### src/rtl/pc_fetch_unit.sv
// PC register and instruction-fetch sequencer for the LEGv8 core.
// Drives imem through req/ack and presents fetched words to decode.
module pc_fetch_unit #(
  parameter int ADDR_WIDTH = 32,
  parameter logic [ADDR_WIDTH-1:0] RESET_PC = '0,
  parameter int PC_STEP = 4,
  parameter int MAX_WAIT = 15
) (
  input  logic                  clk,
  input  logic                  reset,
  input  logic [ADDR_WIDTH-1:0] next_pc_in,
  input  logic                  stall,
  input  logic                  imem_ack,
  input  logic [31:0]           imem_rdata,
  output logic                  imem_req,
  output logic [ADDR_WIDTH-1:0] imem_addr,
  output logic [ADDR_WIDTH-1:0] pc_out,
  output logic [ADDR_WIDTH-1:0] pc_plus4,
  output logic [31:0]           instr_out,
  output logic                  instr_valid,
  output logic                  fetch_error
);

  localparam int CW = (MAX_WAIT > 0) ? $clog2(MAX_WAIT + 1) : 1;

  typedef enum logic [1:0] {
    IDLE,
    REQ,
    VALID,
    ERROR
  } state_t;

  state_t        state;
  logic [CW-1:0] wait_cnt;

  // Fetch address is the PC itself; increment wraps with no carry out
  assign imem_addr = pc_out;
  assign pc_plus4  = pc_out + ADDR_WIDTH'(PC_STEP);

  // Fetch sequencer: all outputs registered alongside the state
  always_ff @(posedge clk) begin
    if (reset) begin
      state       <= IDLE;
      pc_out      <= RESET_PC;
      imem_req    <= 1'b0;
      instr_out   <= '0;
      instr_valid <= 1'b0;
      fetch_error <= 1'b0;
      wait_cnt    <= '0;
    end else begin
      unique case (state)
        IDLE: begin
          state    <= REQ;
          imem_req <= 1'b1;
          wait_cnt <= '0;
        end
        REQ: begin
          if (imem_ack) begin
            instr_out   <= imem_rdata;
            instr_valid <= 1'b1;
            imem_req    <= 1'b0;
            wait_cnt    <= '0;
            state       <= VALID;
          end else if (wait_cnt == CW'(MAX_WAIT)) begin
            imem_req    <= 1'b0;
            fetch_error <= 1'b1;
            state       <= ERROR;
          end else begin
            wait_cnt <= wait_cnt + CW'(1);
          end
        end
        VALID: begin
          if (!stall) begin
            instr_valid <= 1'b0;
            if (next_pc_in[1:0] == 2'b00) begin
              pc_out   <= next_pc_in;
              imem_req <= 1'b1;
              state    <= REQ;
            end else begin
              fetch_error <= 1'b1;
              state       <= ERROR;
            end
          end
        end
        ERROR: begin
          imem_req    <= 1'b0;
          fetch_error <= 1'b1;
        end
        default: state <= IDLE;
      endcase
    end
  end

endmodule

### config.mk
export PLATFORM = sky130hd
export DESIGN_NAME = pc_fetch_unit
export DESIGN_NICKNAME = d
export VERILOG_FILES = /design/src/rtl/pc_fetch_unit.sv
export SDC_FILE = /design/constraint.sdc
export NUM_CORES = 1
export LEC_CHECK = 0
export CAP_MARGIN = 0
export CORE_ASPECT_RATIO = 2
export CORE_UTILIZATION = 29
export CTS_BUF_LIST = sky130_fd_sc_hd__clkbuf_8
export DETAILED_ROUTE_END_ITERATION = 6
export PLACE_DENSITY = 0.62
export SETUP_SLACK_MARGIN = 0.2
export SYNTH_ARGS = -nofsm -noshare
export SYNTH_HDL_FRONTEND = slang
export SYNTH_SLANG_ARGS = --single-unit
### constraint.sdc
create_clock -name clk -period 2 [get_ports clk]
set_input_delay 0.5 -clock clk [delete_from_list [all_inputs] [get_ports clk]]
set_output_delay 0.5 -clock clk [all_outputs]
set_load 0.02 [all_outputs]
==> impl_metrics.ini, run 1 <==
[cts]
cts.sinks = 73
cts_made_buffers = 9
cts.path.max_buffers = 2
cts_tree = done
htreeDepth = 3
clk_latency_ns = 0.36
root_buffer = clkbuf_8
path_clk_slew_ns = 0.09

[global_route]
grtUsageMet2 = 0.3934
antenna_found_initial = 0
grt_use_met1 = 0.1787
grt_max_degree = 74
grt_pass1_vias = 3987
grt_pass1_wl_um = 19510
top_usage_layer = met2
overflow = 0
grt.total_usage = 0.1980
met3_usage = 0.03409

[drt]
drc = 0
dr.pass1.iters = 4
drtAntennaViolNets = 0
drt_iter0_drc = 131
wl_um = 12580
vias = 3930
vias_per_cell = 4.707
wl_per_cell_um = 15.07

[setup_path]
worstReg2RegStart = state[1]
start_kind = flop
worstPathRequired_ns = 1.50
end_kind = primary output
startpoint = imem_addr[7]
critPathMaxFanout = 7
crit_type = flop to primary output
crit_arrival_ns = 1.84

[status]
violations = negative setup slack
status = finished with violations

[timing]
layout_setup_ws_ns = -0.3393
worst_hold_slack_ns = 0.4503
clock-skew-final_ns = 0.01262
drv_slew = 0
fmax_mhz = 427.5
tightest_slew_ns = 0.3815
period_minus_slack_ns = 2.339
period_share = 1.170
maxSlewHeadroom = 0.7391
rsz0062_at_grt = true
tns_ns = -5.829
finalSetupViolations = 26
hold_viol_final = 0

[die]
die_h_um = 160.3
pin_count = 199
initial_core_util = 0.2979
dieArea_mm2 = 0.01301
die_x_um = 81.15
fp.coreArea_mm2 = 0.01220
floorplan.rows = 57

[cells_and_area]
antenna_cells = 0
final_cell_area_mm2 = 0.006531
final_nets = 758
area_growth_pct = 79.75
layout-drive-gt1-share = 0.2878

[synthesis]
yosysUniqueCellTypes = 43
yosys.area.top_type = dfxtp_1
synthFlopType = dfxtp_1
syn_area_per_cell_um2 = 7.831
synth.most_common_cell = nand2_1
ys_warn_count = 0
synthTopCellsByCount = nand2_1 (139), dfxtp_1 (73), a21oi_1 (68)
syn_nets = 539
synth-edff-count = 0
synth_seq_cells = 73
synthArstFlopShare = 0
yosysSeqAreaShare = 0.4022
synthDominantCellAreaShare = 0.4022
synthTopCellsByArea = dfxtp_1 (40%), nand2_1 (14%), a21oi_1 (9.4%), buf_4 (7.6%), xnor2_1 (3.9%)
synth_cells = 464
netlist_area_mm2 = 0.003633

[flow_run]
cap_violations = 0

[place]
dp_hpwl_um = 9614
placed_area_mm2 = 0.006140
dpl_worst_slack_ns = -0.4612
place_congestion = 0.8281
port_buffers = 198

[min_path]
hp-class = flop to flop
worstHoldStart = instr_out[20]

[power_and_ir_drop]
vdd_ir_drop_max_mv = 0.4628
p_leak_nw = 3.144
p_per_area_mw_per_mm2 = 650.9
==> per-stage QoR <==
stage	total power [mW]	std cells	util
2_1_floorplan	2.440	464	-
3_3_place_gp	3.047	805	0.5034
3_5_place_dp	3.070	805	0.5034
4_1_cts	4.294	831	0.5273
5_1_grt	4.492	835	0.5355
6_report	4.251	835	0.5355
==> where the power goes <==
part | switching, mW | leakage [nW] | internal [mW]
logic | 0.710 | 2.42 | 0.563
registers | 0.0887 | 0.609 | 1.59
clock network | 0.570 | 0.117 | 0.730
total | 1.37 | 3.14 | 2.88
==> flip-flops by register name, indices dropped and copies added (netlist names) <==
signal	cells
fetch_error	1
imem_req	1
state	2
instr_valid	1
instr_out	32
wait_cnt	4
imem_addr	32
==> per-layer routing <==
layer | vias up | wire [um]
li1 | 1942 | -
met1 | 1828 | 4167
met2 | 132 | 7328
met3 | 28 | 638
met4 | 0 | 449
met5 | - | 0
==> cell families after synthesis <==
group | Yosys count | share of synthesized area
AND/OR/NAND/NOR | 207 | 0.2720
AO/OA/AOI/OAI | 81 | 0.1195
flip-flops | 73 | 0.4022
buffers and inverters | 67 | 0.1119
XOR/XNOR | 28 | 0.06749
adder cells (fa/ha/maj) | 7 | 0.02410
multiplexers | 1 | 0.002755
==> layout make-up <==
cell class                      instances  area, um^2
Sequential cell                        73        1530
Clock buffer                           10       137.6
Timing Repair Buffer                  268        2446
Clock inverter                          6       82.58
Inverter                                7       26.28
Tap cell                              147       183.9
Multi-Input combinational cell        324        2125
Fill cell                            1189        5664
==> cell usage in the layout (no fill, tap or decap), types with 3 or more instances in the layout <==
cell type,netlist,layout
nand3_4,0,3
nor2_4,0,3
xnor2_1,16,3
and4_4,2,3
dfxtp_4,0,15
o21ai_0,4,4
and2_1,3,3
xor2_2,0,8
nor4_4,0,3
clkdlybuf4s15_1,0,3
a21oi_1,68,68
dlygate4sd2_1,0,98
buf_4,37,73
buf_12,0,6
nor3_4,0,3
nand4_1,8,8
clkbuf_8,0,10
dfxtp_1,73,48
nand4_4,1,3
inv_1,7,7
nor2_1,14,10
xnor2_2,0,12
xor2_1,12,4
and3_1,4,3
buf_6,1,19
nand3_2,0,4
dfxtp_2,0,10
clkdlybuf4s50_1,0,66
nand2_1,139,137
ha_1,7,5
nor3_2,2,3
==> path summary, 6_finish.rpt <==
check / end / cells past startpoint / slack [ns]
worst max register to register: wait_cnt[2] / 5 / 0.34
worst min-delay path: instr_out[20] / 2 / 0.45
worst max-delay path: pc_plus4[31] / 6 / -0.34
worst min register to register: instr_out[20] / 2 / 0.45
==> worst max-delay path, cell delays in order (launching register included) <==
cell and delay [ns]:
dfxtp_4 0.36, and4_4 0.26, and4b_1 0.22, buf_6 0.15, nand4b_1 0.15, xnor2_2 0.19
buf_4 0.16
==> repair_timing <==
item	in CTS	in global routing
setup buffers	10	4
hold buffers	0	0
resized for setup	292	16
endpoints found under the setup margin	131	47
cloned	0	0
pin swaps	23	14
Power figures use the tool's default switching activity.
==> run 2, diff against run 1 <==
ABC_CLOCK_PERIOD_IN_PS = 2000   (was unset)
GPL_ROUTABILITY_DRIVEN = 0   (was unset)
GPL_TIMING_DRIVEN = 0   (was unset)
==> impl_metrics.ini, run 2 (synthesis results as in run 1) <==
[place]
dp_hpwl_um = 10110
placed_area_mm2 = 0.006052
port_buffers = 197

[cts]
cts_tree = done
cts.sinks = 73
clk_latency_ns = 0.35
root_buffer = clkbuf_8
cts_made_buffers = 9
htreeDepth = 3
cts.path.max_buffers = 2
path_clk_slew_ns = 0.09

[timing]
rsz0062_at_grt = true
layout_setup_ws_ns = -0.3426
tightest_slew_ns = 0.6117
finalSetupViolations = 23
period_share = 1.171
worst_hold_slack_ns = 0.4547
maxSlewHeadroom = 0.5922
clock-skew-final_ns = 0.009957
period_minus_slack_ns = 2.343
hold_viol_final = 0
drv_slew = 0
fmax_mhz = 426.9

[power_and_ir_drop]
power_switching_mw = 1.379
clkPwrFrac = 0.306
pwr-share-comb = 0.298
p_per_area_mw_per_mm2 = 626.3
p_int_mw = 2.855
switching_share = 0.3257
p_leak_nw = 3.272
seqPwrFrac = 0.396
vdd_ir_drop_max_mv = 0.5163

[cells_and_area]
layout_commonest_cell = nand2_1
area_growth_pct = 86.05
antenna_cells = 0
final_cell_area_mm2 = 0.006760
final_cell_mix = nand2_1 (135), buf_4 (96), dlygate4sd2_1 (83)
layout-drive-gt1-share = 0.3388
fillers = 1159
final_nets = 796

[status]
status = finished with violations
violations = negative setup slack

[drt]
vias_per_cell = 4.636
drc = 0
wl_um = 13120
vias = 4047
dr.pass1.iters = 4
wl_per_cell_um = 15.03
drt_iter0_drc = 155
drtAntennaViolNets = 0

[global_route]
overflow = 0
antenna_found_initial = 0
grt_pass1_vias = 4041
grt.total_usage = 0.2030
grt_pass1_wl_um = 19930
grt_max_degree = 14

[die]
dieArea_mm2 = 0.01301
fp.coreArea_mm2 = 0.01220
die_h_um = 160.3
pin_count = 199
initial_core_util = 0.2979
floorplan.rows = 57
die_x_um = 81.15

[setup_path]
worstPathRequired_ns = 1.50
crit_type = flop to primary output
critPathMaxFanout = 8
crit_arrival_ns = 1.84
start_kind = flop
end_kind = primary output

[flow_run]
cap_violations = 0

[min_path]
hp-class = flop to flop
==> run 2: cell count changes in the layout (fill, tap and decap cells not counted), moves of 3 or more <==
cell / previous run / this run
dfxtp_4: 15 / 21
clkbuf_1: 0 / 8
clkbuf_2: 1 / 12
clkbuf_4: 0 / 3
buf_12: 6 / 0
dlygate4sd2_1: 98 / 83
buf_6: 19 / 23
clkdlybuf4s15_1: 3 / 6
dfxtp_1: 48 / 43
buf_4: 73 / 96
==> run 2: worst paths after layout <==
check / from / end / slack [ns] / cells past startpoint
worst max-delay path: imem_addr[5] / pc_plus4[27] / -0.34 / 6
worst min-delay path: instr_out[31] / instr_out[31] / 0.45 / 2
worst max register to register: state[1] / state[0] / 0.30 / 7
worst min register to register: instr_out[31] / instr_out[31] / 0.45 / 2
==> run 2: area by class of cell <==
type | instances | area, um^2 | area share
buffer | 60 | 414.1 | 0.06126
clock buffer | 10 | 137.6 | 0.02036
clock inverter | 6 | 82.58 | 0.01222
inverter | 7 | 28.78 | 0.004257
multi-input combinational | 324 | 2156 | 0.3189
sequential | 73 | 1551 | 0.2295
tap | 147 | 183.9 | 0.02721
timing repair buffer | 246 | 2206 | 0.3263
==> run 2: timing repair <==
| item | CTS | global route |
|---|---|---|
| pin swaps | 24 | 30 |
| setup endpoints to repair | 151 | 90 |
| hold buffers | 0 | 0 |
| endpoints found under the hold margin | 0 | 0 |
| resized for setup | 296 | 73 |
| buffers inserted | 24 | 25 |
==> run 2: power by group through the flow <==
stage                     Combinational [mW]  Clock, mW  Sequential (mW)
after CTS                               1.24       1.33             1.68
after global routing                    1.38       1.39             1.69
after global placement                  1.29          0             1.72
after detailed placement                1.31          0             1.73
after floorplan                        0.569          0             1.87
final                                   1.26       1.30             1.68
==> run 2: critical path: stages, from the launching register on <==
cell and delay (ns):
dfxtp_4 0.36, and4_4 0.26, and4b_1 0.23, buf_6 0.15
nand4_1 0.16, xnor2_2 0.16, buf_4 0.16
==> run 2: per-stage QoR <==
step	TNS, ns	utilization	power (mW)	setup WS [ns]	std cells
floorplan	0	-	2.440	0.07684	464
global placement	-14.74	0.4963	3.007	-0.4891	808
detailed placement	-16.77	0.4963	3.041	-0.5277	808
CTS	-6.729	0.5280	4.255	-0.3760	848
global route	-7.562	0.5543	4.460	-0.4304	873
finish	-5.546	0.5543	4.234	-0.3426	873
==> run 2: layer usage <==
layer / wire (um) / up-vias / part of all wire / track usage
li1: - / 2017 / - / -
met1: 4130 / 1866 / 0.31 / 0.1742
met2: 7860 / 136 / 0.60 / 0.4057
met3: 602 / 28 / 0.046 / 0.03693
met4: 527 / 0 / 0.040 / 0.1153
met5: 0 / - / 0 / 0
